File: config.mk
export PLATFORM = sky130hd
export DESIGN_NAME = uart_rx_fifo
export DESIGN_NICKNAME = d
export VERILOG_FILES = /design/src/rtl/uart_rx_fifo.sv
export SDC_FILE = /design/constraint.sdc
export NUM_CORES = 1
export LEC_CHECK = 0
export ABC_AREA = 1
export BUFFER_PORTS_ARGS = -buffer_cell sky130_fd_sc_hd__clkbuf_2
export CAP_MARGIN = 10
export CORE_MARGIN = 4
export CORE_UTILIZATION = 55
export DETAILED_ROUTE_END_ITERATION = 12
export PLACE_DENSITY = 0.77
export SYNTH_ARGS = -nofsm -noshare
export SYNTH_HDL_FRONTEND = slang
export SYNTH_SLANG_ARGS = --single-unit
File: constraint.sdc
create_clock -name clk_50m -period 4.1 [get_ports clk_50m]
set_clock_uncertainty 0.2 [all_clocks]
set_input_delay 0.205 -clock clk_50m [delete_from_list [all_inputs] [get_ports clk_50m]]
set_output_delay 0.205 -clock clk_50m [all_outputs]
set_load 0.01 [all_outputs]
File: src/rtl/uart_rx_fifo.sv
// Receive byte buffer: captures bytes from the UART receiver rdy/rdy_clr handshake into a
// first-word-fall-through FIFO. Define UART_RX_FIFO_AF_EN to add the registered almost_full output.
//
// state   | meaning
// ST_IDLE | waiting for rx_rdy; a high rx_rdy is captured (written or dropped) at this edge
// ST_ACK  | rx_rdy_clr is high for this single cycle
// ST_WAIT | waiting for the receiver to release rx_rdy before re-arming
module uart_rx_fifo #(
   parameter int DEPTH    = 16,
   parameter int AF_LEVEL = 12
) (
   input  logic                   clk_50m,
   input  logic                   rst,
   input  logic                   rx_rdy,
   input  logic [7:0]             rx_data,
   output logic                   rx_rdy_clr,
   input  logic                   rd_en,
   output logic [7:0]             dout,
   output logic                   empty,
   output logic                   full,
   output logic [$clog2(DEPTH):0] count,
   output logic                   overrun,
   input  logic                   ovr_clr
`ifdef UART_RX_FIFO_AF_EN
   ,
   output logic                   almost_full
`endif
);

   localparam int AW = $clog2(DEPTH);
   localparam logic [AW:0]   CNT_FULL = (AW+1)'(DEPTH);
   localparam logic [AW:0]   CNT_ONE  = (AW+1)'(1);
   localparam logic [AW-1:0] PTR_ONE  = AW'(1);

   if (DEPTH < 2 || (DEPTH & (DEPTH - 1)) != 0 || AF_LEVEL < 1 || AF_LEVEL > DEPTH) begin : g_param_err
      $error("uart_rx_fifo: DEPTH must be a power of two >= 2 and AF_LEVEL within 1..DEPTH");
   end

   typedef enum logic [1:0] {ST_IDLE, ST_ACK, ST_WAIT} state_t;

   state_t          state_q, state_d;
   logic [7:0]      mem_q [DEPTH];
   logic [7:0]      mem_d [DEPTH];
   logic [AW-1:0]   wr_ptr_q, wr_ptr_d;
   logic [AW-1:0]   rd_ptr_q, rd_ptr_d;
   logic [AW:0]     count_q, count_d;
   logic            empty_q, empty_d;
   logic            full_q, full_d;
   logic            overrun_q, overrun_d;
   logic            rdy_clr_q, rdy_clr_d;
   logic            capture, pop, wr_ok, drop;
`ifdef UART_RX_FIFO_AF_EN
   localparam logic [AW:0] CNT_AF = (AW+1)'(AF_LEVEL);
   logic            af_q, af_d;
`endif

   always_comb begin
      state_d = state_q;
      capture = 1'b0;
      case (state_q)
         ST_IDLE: begin
            if (rx_rdy) begin
               capture = 1'b1;
               state_d = ST_ACK;
            end
         end
         ST_ACK:  state_d = ST_WAIT;
         ST_WAIT: if (!rx_rdy) state_d = ST_IDLE;
         default: state_d = ST_IDLE;
      endcase

      // a pop in the same cycle frees the slot, so a full FIFO still accepts the byte
      pop   = rd_en && !empty_q;
      wr_ok = capture && (!full_q || pop);
      drop  = capture && full_q && !pop;

      mem_d = mem_q;
      if (wr_ok) mem_d[wr_ptr_q] = rx_data;
      wr_ptr_d = wr_ok ? wr_ptr_q + PTR_ONE : wr_ptr_q;
      rd_ptr_d = pop   ? rd_ptr_q + PTR_ONE : rd_ptr_q;

      count_d = count_q;
      case ({wr_ok, pop})
         2'b10:   count_d = count_q + CNT_ONE;
         2'b01:   count_d = count_q - CNT_ONE;
         default: count_d = count_q;
      endcase
      empty_d = (count_d == '0);
      full_d  = (count_d == CNT_FULL);

      overrun_d = drop ? 1'b1 : (ovr_clr ? 1'b0 : overrun_q);
      rdy_clr_d = capture;
`ifdef UART_RX_FIFO_AF_EN
      af_d = (count_d >= CNT_AF);
`endif
   end

   always_ff @(posedge clk_50m) begin
      if (rst) begin
         state_q   <= ST_IDLE;
         wr_ptr_q  <= '0;
         rd_ptr_q  <= '0;
         count_q   <= '0;
         empty_q   <= 1'b1;
         full_q    <= 1'b0;
         overrun_q <= 1'b0;
         rdy_clr_q <= 1'b0;
`ifdef UART_RX_FIFO_AF_EN
         af_q      <= 1'b0;
`endif
      end else begin
         state_q   <= state_d;
         wr_ptr_q  <= wr_ptr_d;
         rd_ptr_q  <= rd_ptr_d;
         count_q   <= count_d;
         empty_q   <= empty_d;
         full_q    <= full_d;
         overrun_q <= overrun_d;
         rdy_clr_q <= rdy_clr_d;
`ifdef UART_RX_FIFO_AF_EN
         af_q      <= af_d;
`endif
      end
   end

   // storage needs no reset: entries are only visible between rd_ptr and wr_ptr
   always_ff @(posedge clk_50m) begin
      mem_q <= mem_d;
   end

   assign rx_rdy_clr = rdy_clr_q;
   assign dout       = mem_q[rd_ptr_q];
   assign empty      = empty_q;
   assign full       = full_q;
   assign count      = count_q;
   assign overrun    = overrun_q;
`ifdef UART_RX_FIFO_AF_EN
   assign almost_full = af_q;
`endif

endmodule

# Word-level counts from Yosys, hierarchy flattened
# Cells that the tools add are included.
dict set report word_totals {
  reg_bits 147
  latch_bits 0
  ram_bits 0
  rom_bits 0
  in_bits 13
  out_inout_bits 17
  elab_cells 67
  memories 0
}
dict set report op_classes {
  addsub 4
  multipliers 0
  div_mod_pow 0
  order_cmp 3
  eq_ne 7
  shift 0
  muxes 14
  bitwise_logic 2
  reduce_logical 13
}
# op count
set ops {}
lappend ops {{$bwmux 128} 1}
lappend ops {{$bmux 8 s4} 1}
lappend ops {{$demux 8 s4} 1}
lappend ops {{$mux 8} 3}
lappend ops {{$ge 5x5->1 const B} 2}
lappend ops {{$not 4->5} 2}
lappend ops {{$pmux 5 s2} 1}
lappend ops {{$add 4x1->4 const B} 2}
lappend ops {{$pmux 2 s3} 1}
lappend ops {{$add 5x1->5 const B} 1}
lappend ops {{$eq 5x5->1 const B} 1}
lappend ops {{$logic_and 1x1->1} 5}
lappend ops {{$logic_not 5->1} 1}
lappend ops {{$lt 5x1->1 const B} 1}
lappend ops {{$sub 5x1->5 const B} 1}
lappend ops {{$eq 2x1->1 const B} 2}
lappend ops {{$eq 2x2->1 const B} 2}
lappend ops {{$mux 1} 4}
lappend ops {{$mux 2} 2}
lappend ops {{$ne 2x2->1 const B} 2}
lappend ops {{$logic_not 1->1} 3}
lappend ops {{$logic_not 2->1} 1}
lappend ops {{$reduce_and 2->1} 1}
lappend ops {{$reduce_bool 2->1} 1}
lappend ops {{$logic_or 1x1->1} 1}

# Longest topological paths before layout
dict set report logic_depth {
  depth_word 7
  depth_mapped 19
  depth_no_buf 19
}

# Worst setup path before layout
# OpenSTA, ideal clock, no wires.
dict set report synth_path {
  path_kind {register to register}
  start {register empty_q, in the netlist empty}
  end {register full_q, in the netlist full}
  setup_ns 0.113
  arrival_ns 1.881
  required_ns 3.787
  setup_slack_ns 1.905
  path_stages_with_launch 18
  n_path_buf 0
  period_less_slack_ns 2.195
  path_cell_list {dfxtp_1 -> inv_2 -> nand2_1 -> nand2_1 -> nand2_1 -> ha_1 -> nor2_1 -> nor2_1 -> ha_1 -> clkinv_1 -> nand2_1 -> nand3_1 -> nand3b_1 -> nand2_1 -> nand2_1 -> nand2_1 -> nand2_1 -> nor2_1}
}
dict set report synth_via {
  elab_chain_cells 7
  word_cells_on_any_way 8
  cone_classes {eq/ne (3); mux (1); reduce/logical (4)}
}
# element line
set synth_lines {}
lappend synth_lines {{start, declared} 47} ;# logic empty_q, empty_d;
lappend synth_lines {{start signal, assigned} 116} ;# empty_q <= empty_d;
lappend synth_lines {{$logic_not 1->1 *} 73} ;# pop = rd_en && !empty_q;
lappend synth_lines {{$logic_and 1x1->1 *} 73}
lappend synth_lines {{$logic_or 1x1->1} 74} ;# wr_ok = capture && (!full_q || pop);
lappend synth_lines {{$logic_and 1x1->1} 74}
lappend synth_lines {{$eq 2x1->1 or $eq 2x2->1 (tied branches)} 83} ;# case ({wr_ok, pop})
lappend synth_lines {{$pmux 5 s2 *} 83}
lappend synth_lines {{$eq 5x5->1 *} 89} ;# full_d = (count_d == CNT_FULL);
lappend synth_lines {{end signal, assigned} 117} ;# full_q <= full_d;
lappend synth_lines {{end, declared} 48} ;# logic full_q, full_d;
# Mark *: on every way between the ends. The rest lies on a longest branch, timed or not.
# A chain may end at the register's enable or synchronous reset.

# Final worst setup path
dict set report layout_path {
  start {register rd_ptr_q[0]}
  end {output dout[5]}
}
dict set report layout_via {
  elab_chain_cells 4
}
# element line
set layout_lines {}
lappend layout_lines {{start, declared} 45} ;# logic [AW-1:0] rd_ptr_q, rd_ptr_d;
lappend layout_lines {{start signal, assigned} 114} ;# rd_ptr_q <= rd_ptr_d;
lappend layout_lines {{$not 4->5 (not written as such)} 132} ;# assign dout = mem_q[rd_ptr_q];
lappend layout_lines {{$bmux 8 s4} 132}
lappend layout_lines {{$mux 8 (not written as such) (2 in series)} 132}
lappend layout_lines {{end, declared} 18} ;# output logic [7:0] dout,
# Every way passes these cells. The select of a mux whose other input is x is not followed.

==> results by group <==
Status
  – Status: finished, final reports clean

Floorplan
  – FP Rows: 37
  – Die area: 12,700 sq um
  – DIE HEIGHT: 113 um
  – DIE WIDTH: 113 um
  – Starting Density: 57.4%
  – Area of the core: 10,500 sq um
  – # IOs: 30

Finish
  – Area of the multi-input gates: 1540 sq um
  – # diodes: 0
  – Filler cell count: 753
  – Commonest non-fill, non-tap cell in the layout: edfxtp_1
  – Commonest cells after routing, fill and taps aside: 128 x edfxtp_1, 91 x nor2_1, 49 x nand2_1
  – Layout Nets: 555
  – Register area: 4230 sq um
  – Area Growth Syn to Fin: 15.3%
  – Share of layout cells above drive strength 1: 13.9%

Critical path
  – CP Max Fanout: 65
  – WP data required: 3.69 ns
  – Cells along the critical path: inv_2 -> o21ai_1 -> o221ai_1 -> nand3_1 -> nand2_1 -> clkbuf_2
  – CP Class: flop to output port
  – Crit-path max cell delay: 0.79 ns
  – Worst Path Buf+Inv: 2
  – Critical Path Sink Type: output port
  – Critical path's top delay family: buffers and inverters
  – CP max-delay cell: inv_2
  – CP arrival: 2.56 ns
  – Startpoint types: flop

STA
  – Pins Over Slew Limit: 0
  – Final hold vios: 0
  – Setup ws final: 1.14 ns
  – Min Tclk post-route: 2.96 ns
  – Max_slew headroom: 23.8%
  – Period utilization: 72.2%
  – Worst slew pin tran: 1.14 ns
  – Hold slack: 0.333 ns
  – Max Clock Freq: 338 MHz
  – Setup TNS Final: 0 ns
  – RSZ-0062 raised after global routing: no
  – Final setup vio count: 0

Clocking
  – CTS buffer count: 17
  – Clock Sinks: 147
  – CTS tree: built
  – Reg clk slew, reported paths: 0.06 ns
  – Clock insertion delay at the later pin of the skew report: 0.52 ns
  – Post-CTS Repair Setup Buffers: 0
  – CTS root buf: clkbuf_8
  – CTS H-Tree Depth: 4
  – Longest Clk Path Bufs: 2

Detailed routing
  – Avg WL per Cell: 20.1 um
  – 1st-pass router iterations: 5
  – DR vias: 4,042
  – Detailed-route DRC error count: 0
  – DR vias/cell: 5.93
  – Remaining antenna violation count after routing: 0
  – Initial drt markers: 507
  – Routed wire length: 13.7 mm

Placed design
  – Final Wtd Congestion: 0.845
  – Dpl ws: 1.66 ns
  – DP Wirelength: 7.82 mm
  – PortBufs: 29

Global route
  – Grt total ovfl: 0
  – Initial antenna violation count: 0
  – Largest net degree at the start of global routing: 67
  – First-pass GRT wire length: 21.7 mm
  – Vias in the first global route: 4,135
  – Total GRT Usage: 22.6%

Power and ir drop
  – Leak: 2.46 nW
  – VDD IR-drop max: 360 uV
  – Power per cell area: 560 nW/um^2

Yosys
  – Netlist cell types: 29
  – Syn Area/Cell: 12.2 sq um
  – Mapped Nets: 516
  – Synth area leaders: edfxtp_1 64%, dfxtp_1 6.3%, nor2_1 5.7%, o21ai_0 3.8%, o221ai_1 3.5%
  – Yosys Warn Count: 0
  – Mapped cell area: 6010 sq um
  – Sequential fraction of the synthesis area: 70.3%
  – Synth Register Bits: 147
  – Area leader, netlist: edfxtp_1
  – Yosys top cell area share: 64.0%
  – Synth Instances: 494

Min path
  – Min-delay worst type: flop to flop

Flow run
  – Max-Cap Viols: 0
[metal layers]
metal  part of all wire [%]  vias up  track usage [%]
li1                       -     1883                -
met1                     40     1931             30.1
met2                     48      197             36.0
met3                    8.8       31             4.85
met4                    2.7        0             10.2
met5                      0        -                0
[state kept, by name, summed over array words and instances, names as in the netlist]
register	count
count	5
rx_rdy_clr	1
rd_ptr_q	4
empty	1
overrun	1
state_q	2
mem_q	128
wr_ptr_q	4
full	1
[logic make-up after synthesis]
group                    after synthesis  synth area share, %
XOR/XNOR                               2                0.292
buffers and inverters                 50                 4.06
flip-flops                           147                 70.3
multiplexers                           1                0.167
AO/OA/AOI/OAI                        123                 12.7
adder cells (fa/ha/maj)                9                 1.87
AND/OR/NAND/NOR                      162                 10.6
[layout make-up]
| type | instances | area share (%) |
|---|---|---|
| flip-flops and latches | 147 | 61.0 |
| multi-input cells | 297 | 22.2 |
| clock buffers | 18 | 6.03 |
| repair buffers | 46 | 4.44 |
| clock inverters | 14 | 2.58 |
| well taps | 136 | 2.45 |
| inverters | 24 | 1.30 |
[cells in the mapped netlist]
cell type / number
a21oi_1: 9
buf_2: 9
buf_4: 2
buf_6: 5
clkbuf_1: 10
clkinv_1: 2
dfxtp_1: 19
edfxtp_1: 128
ha_1: 9
inv_1: 14
inv_2: 8
mux2i_1: 1
nand2_1: 49
nand3_1: 18
nand3b_1: 1
nor2_1: 91
nor3_1: 3
o211ai_1: 6
o211ai_2: 2
o21a_1: 1
o21ai_0: 46
o21ai_1: 22
o21ai_2: 2
o21bai_1: 2
o221ai_1: 24
o22ai_1: 8
o31ai_1: 1
xnor2_1: 1
xor2_1: 1
[where the power goes]
group,internal [mW],leakage [nW],switching (mW),total (mW)
sequential,1.67,1.31,0.0326,1.71
clock,0.934,0.282,0.602,1.54
combinational,0.209,0.871,0.430,0.638
total,2.82,2.46,1.06,3.88
[metrics by stage]
step	area, sq um	total power [mW]	utilization [%]	instances
finish	6930	3.88	66.3	682
global route	6930	4.05	66.3	682
CTS	6930	3.88	66.3	682
detailed placement	6190	2.35	59.2	636
global placement	6190	2.33	59.2	636
floorplan	6010	2.18	-	494
[final timing paths]
kind / slack (ns) / startpoint / endpoint / depth (start not counted)
worst max-delay path: 1.14 / rd_ptr_q[0] / dout[5] / 6
worst min-delay path: 0.33 / state_q[1] / state_q[1] / 1
worst max register to register: 1.61 / empty / empty / 16
worst min register to register: 0.33 / state_q[1] / state_q[1] / 1
[repair_timing]
action	in CTS	in global routing
gates resized for setup	0	0
hold endpoints to repair	141	0
hold buffers	14	0
(Power assumes the default switching activity.)
